[src/rtl/tone_env_pwm.sv]
// Tone PWM with attack/sustain/release envelope. The PWM period is CLK_HZ/tone,
// computed by a 32-cycle restoring divider so no combinational divide is in the path.
module tone_env_pwm #(
  parameter int unsigned CLK_HZ       = 100_000_000,
  parameter logic [9:0]  DUTY_MAX     = 10'd512,
  parameter logic [15:0] ATK_STEP_CYC = 16'd2000,
  parameter logic [15:0] REL_STEP_CYC = 16'd4000
) (
  input  logic        clk,
  input  logic        rst,
  input  logic [31:0] tone,
  input  logic        gate,
  output logic        pwm,
  output logic [9:0]  env,
  output logic        busy
);

  typedef enum logic [1:0] {IDLE, ATTACK, SUSTAIN, RELEASE} state_t;

  state_t      state;
  logic [31:0] tone_q, period, thr, cnt;
  logic [31:0] quo, rem, dvsr;
  logic [4:0]  dcnt;
  logic [15:0] step_cnt;

  logic tone_chg, trig, retrig;
  assign tone_chg = (tone != tone_q);
  assign trig     = gate && (tone != 32'd0);
  assign retrig   = tone_chg && (tone != 32'd0);

  // One restoring step: bit 32 of the trial subtraction is the borrow.
  logic [32:0] r_sh, r_sub;
  logic        q_bit;
  logic [31:0] rem_nxt, quo_nxt;
  assign r_sh    = {rem, quo[31]};
  assign r_sub   = r_sh - {1'b0, dvsr};
  assign q_bit   = ~r_sub[32];
  assign rem_nxt = q_bit ? r_sub[31:0] : r_sh[31:0];
  assign quo_nxt = {quo[30:0], q_bit};

  always_ff @(posedge clk) begin
    if (rst) begin
      tone_q <= '0;
      busy   <= 1'b0;
      period <= '0;
      quo    <= '0;
      rem    <= '0;
      dvsr   <= '0;
      dcnt   <= '0;
    end else begin
      tone_q <= tone;
      if (tone_chg) begin
        if (tone == 32'd0) begin
          busy   <= 1'b0;
          period <= '0;
        end else begin
          busy <= 1'b1;
          dcnt <= '0;
          rem  <= '0;
          quo  <= 32'(CLK_HZ);
          dvsr <= tone;
        end
      end else if (busy) begin
        rem  <= rem_nxt;
        quo  <= quo_nxt;
        dcnt <= dcnt + 5'd1;
        if (dcnt == 5'd31) begin
          busy   <= 1'b0;
          period <= quo_nxt;
        end
      end
    end
  end

  // Threshold only reloads at the period boundary so a period never glitches.
  logic [41:0] prod;
  logic        wrap;
  assign prod = {10'd0, period} * {32'd0, env};
  assign wrap = (cnt >= period - 32'd1);

  always_ff @(posedge clk) begin
    if (rst) begin
      cnt <= '0;
      thr <= '0;
      pwm <= 1'b0;
    end else if (period == 32'd0) begin
      cnt <= '0;
      pwm <= 1'b0;
    end else begin
      pwm <= (cnt < thr);
      if (wrap) begin
        cnt <= '0;
        thr <= prod[41:10];
      end else begin
        cnt <= cnt + 32'd1;
      end
    end
  end

  always_ff @(posedge clk) begin
    if (rst) begin
      state    <= IDLE;
      env      <= '0;
      step_cnt <= '0;
    end else begin
      case (state)
        IDLE: begin
          env <= '0;
          if (trig) begin
            state    <= ATTACK;
            step_cnt <= '0;
          end
        end
        ATTACK: begin
          if (!trig) begin
            state    <= RELEASE;
            step_cnt <= '0;
          end else if (retrig) begin
            env      <= '0;
            step_cnt <= '0;
          end else if (step_cnt >= ATK_STEP_CYC - 16'd1) begin
            step_cnt <= '0;
            if (env >= DUTY_MAX - 10'd1) begin
              env   <= DUTY_MAX;
              state <= SUSTAIN;
            end else begin
              env <= env + 10'd1;
            end
          end else begin
            step_cnt <= step_cnt + 16'd1;
          end
        end
        SUSTAIN: begin
          env <= DUTY_MAX;
          if (!trig) begin
            state    <= RELEASE;
            step_cnt <= '0;
          end else if (retrig) begin
            env      <= '0;
            state    <= ATTACK;
            step_cnt <= '0;
          end
        end
        RELEASE: begin
          if (trig) begin
            state    <= ATTACK;
            step_cnt <= '0;
          end else if (env == 10'd0) begin
            state <= IDLE;
          end else if (step_cnt >= REL_STEP_CYC - 16'd1) begin
            step_cnt <= '0;
            env      <= env - 10'd1;
            if (env == 10'd1) state <= IDLE;
          end else begin
            step_cnt <= step_cnt + 16'd1;
          end
        end
        default: state <= IDLE;
      endcase
    end
  end

endmodule
[config.mk]
export PLATFORM = sky130hd
export DESIGN_NAME = tone_env_pwm
export DESIGN_NICKNAME = d
export VERILOG_FILES = /design/src/rtl/tone_env_pwm.sv
export SDC_FILE = /design/constraint.sdc
export NUM_CORES = 1
export LEC_CHECK = 0
export BUFFER_PORTS_ARGS = -buffer_cell sky130_fd_sc_hd__buf_2
export CORE_UTILIZATION = 59
export DETAILED_ROUTE_END_ITERATION = 7
export HOLD_SLACK_MARGIN = 0.06
export PLACE_DENSITY = 0.79
export SETUP_SLACK_MARGIN = 0.4
export SYNTH_ARGS = -nofsm -noshare
export SYNTH_HDL_FRONTEND = slang
export SYNTH_SLANG_ARGS = --single-unit
[constraint.sdc]
create_clock -name clk -period 5.4 [get_ports clk]
set_input_delay 0.54 -clock clk [delete_from_list [all_inputs] [get_ports clk]]
set_output_delay 0.54 -clock clk [all_outputs]
set_load 0.005 [all_outputs]
==> impl_metrics.tcl <==
set metrics [dict create \
    status "finished, violations left" \
    violations "setup timing" \
    synth_cell_types 78 \
    r2r_cells 23 \
    power_frac_comb_pct 6.6 \
    slew_viol_final 0 \
    nFillCells 2709 \
    max_freq_ghz 0.176 \
    p_clk_share_pct 47.8 \
    grt_usage_pct 30.7 \
    power_density_nw_per_um2 150 \
    min_from "tone[28]" \
    drtIter0Drc 1697 \
    rr_startpoint "env[3]" \
    drt-total-wl_mm 65.7 \
    netlist_area_sq_um 23900 \
    hp-class "input port to register" \
    area_growth_pct 19.8 \
    gp_congestion 0.939 \
    finalWorstSetupSlack_ns -0.296 \
    worstSkewPairLatency_ns 0.60 \
    boundaryPins 47 \
    cts_buffer_depth 3 \
    die-area_sq_um 41300 \
    clkSinkCount 259 \
    power_mw 4.29 \
    ys_seq_elements 259 \
    cts_tree "done" \
    final.period_utilization_pct 105 \
    cts_root_buffer "clkbuf_16" \
    cts_hold_buf 0 \
    drc 0 \
    start_util_pct 60.0 \
    peakVddDrop_mv 0.250 \
    setup_viol 20 \
    required_ns 5.84 \
    hold_viol_final 0 \
    fp.dieW_um 203 \
    diodes 0 \
    internal_power_mw 3.27 \
    slew_headroom_pct 20.9 \
    path_class "register to register" \
    synth.avg_cell_area_sq_um 8.54 \
    synth_top_cell_area_share_pct 21.7 \
    drtPass1Iterations 6 \
    fin_setup_tns_ns -2.97 \
    ys.flop_type "dfxtp_1" \
    min_path_cells 2 \
    vias 21000 \
    die_y_um 203 \
    viasPerCell 5.96 \
    place_hpwl_mm 46.9 \
    period_needed_ns 5.70 \
    clkSlewWorstSetupHoldPaths_ns 0.06 \
    r2r-end "thr[31]" \
    synth_edf_count 0 \
    async_flop_share_pct 0 \
    crit_arrival_ns 6.14 \
    antenna_found_initial 1 \
    synthTopCellsByCount "inv_1 (311), nand2_1 (263), dfxtp_1 (259), nor2_1 (239), fa_1 (238)" \
    timing.max_cap.violations 0 \
    rows 73 \
    synth_nets 3249 \
    drtAntennaViolNets 0 \
    globalRoute.totalOverflow 0 \
    grt_pass1_vias 21700 \
    hold_end "tone_q[28]" \
    grt_pass1_wl_mm 104 \
    critPathMaxFanout 7 \
    synth_most_common_cell "inv_1" \
    finClkSkew_ns 0.0587 \
    grt_max_degree 78 \
    core_area_sq_um 39800 \
    grt_setup_unrepaired "true" \
    switching_power_mw 1.02 \
    ys_top_cells_by_area "dfxtp_1 (22%), fa_1 (20%), ha_1 (9.4%)" \
    synthCells 2797 \
    htree_num_levels 1 \
    cts_made_buffers 28 \
    routedWlPerCell_um 18.7 \
    yosysTopAreaCell "dfxtp_1" \
    yosysWarnings 0 \
    r2r_setup_slack_ns -0.30 \
    cp-start-kind "register" \
    power_frac_seq_pct 45.6 \
    ys_seq_area_share_pct 21.7 \
    crit_path_end_kind "register" \
    nets 3429 \
    drive_above_1_share_pct 19.4 \
    tightestPinTransition_ns 1.19 \
    io_buffers 46 \
    p_leak_nw 13.4 \
    sw_frac_of_total_pct 23.8 \
]
-- through the flow --
step,area (sq um),setup WS (ns),hold WS [ns],instances,utilization (%)
6_report,28600,-0.296,0.214,3524,71.9
5_1_grt,28600,-0.400,0.231,3524,71.9
4_1_cts,28000,-0.0745,0.201,3500,70.2
3_5_place_dp,26100,-0.370,0.456,3407,65.5
3_3_place_gp,26100,-0.195,0.442,3407,65.5
2_1_floorplan,24500,0.0511,0.428,2797,-
-- state kept, by name, summed over array words and instances, names as in the netlist --
name / count
step_cnt: 16
dvsr: 32
cnt: 32
thr: 32
tone_q: 32
quo: 32
dcnt: 5
state: 2
env: 10
rem: 32
pwm: 1
period: 32
busy: 1
-- worst max-delay path by stage --
stage	end	start	cells after the start
after floorplan	thr[24]	env[4]	20
after global placement	thr[29]	env[3]	21
after detailed placement	thr[29]	env[3]	21
after CTS	thr[31]	env[2]	21
after global routing	thr[29]	env[9]	20
final	thr[31]	env[3]	23
-- power groups by stage --
stage                     Combinational, mW  Sequential [mW]  Clock, mW
after floorplan                       0.184             2.00          0
after global placement                0.251             2.01          0
after detailed placement              0.259             2.01          0
after CTS                             0.275             1.96       2.07
after global routing                  0.309             1.96       2.16
final                                 0.281             1.96       2.05
-- cell type report --
cell class	count	area [sq um]	area share, %
multi-input combinational	2075	18000	63.0
sequential	259	5270	18.4
timing repair buffer	301	2490	8.71
inverter	312	1170	4.09
clock buffer	37	785	2.74
tap	525	657	2.30
clock inverter	15	216	0.756
-- per-layer routing --
layer / global-route usage, % / share of wire, % / wire (um) / vias up
met1: 37.3 / 39 / 25900 / 10300
li1: - / - / - / 9660
met3: 3.76 / 6.0 / 3960 / 233
met2: 55.1 / 50 / 33000 / 862
met5: 0 / 0 / 0 / -
met4: 12.4 / 4.4 / 2900 / 0
-- critical path, stage by stage (launching register included) --
cell and delay [ns]:
dfxtp_4 0.43, buf_4 0.18, nand2_1 0.08, fa_1 0.53, inv_1 0.05, fa_1 0.50, inv_1 0.05, fa_1 0.47
inv_1 0.05, fa_1 0.56, fa_2 0.48, ha_4 0.19, a211oi_2 0.28, nor2_1 0.10, a211oi_2 0.21, buf_4 0.18
o2111ai_4 0.14, o211ai_1 0.11, buf_4 0.17, a21oi_4 0.08, buf_6 0.14, a221oi_4 0.26, xnor2_1 0.10, a22o_1 0.18
-- layout by cell type, fill, tap and decap left out, types with 22 or more instances in the layout --
master / instances
buf_6: 45
inv_2: 22
dfxtp_1: 230
nor2b_1: 46
fa_1: 230
a21oi_1: 95
xor2_1: 48
nand2_1: 247
buf_2: 45
clkbuf_16: 29
inv_1: 289
a22oi_1: 57
mux2i_1: 73
a21o_1: 46
nand4_1: 35
o21ai_0: 65
nand3_1: 49
ha_1: 153
and2_4: 22
buf_4: 197
nor2_1: 232
nor3_1: 34
ha_4: 25
xnor2_1: 95
and2_1: 162
-- kinds of logic (layout without fill, tap and decap cells) --
family	count (synthesis)	in the layout	share of synthesized area, %
compound gates	467	467	12.9
xor+xnor	149	149	5.46
fa+ha+maj	417	417	29.3
buf+inv	463	665	7.39
flops	259	259	21.7
mux	73	73	3.06
simple gates	969	969	20.2
-- what timing repair did --
action / 4_1_cts / 5_1_grt
pin swaps: 82 / 90
setup buffers: 41 / 23
endpoints found under the hold margin: 0 / 0
resized for setup: 155 / 108
cloned: 0 / 1
setup endpoints to repair: 31 / 32
(Power assumes the default switching activity.)
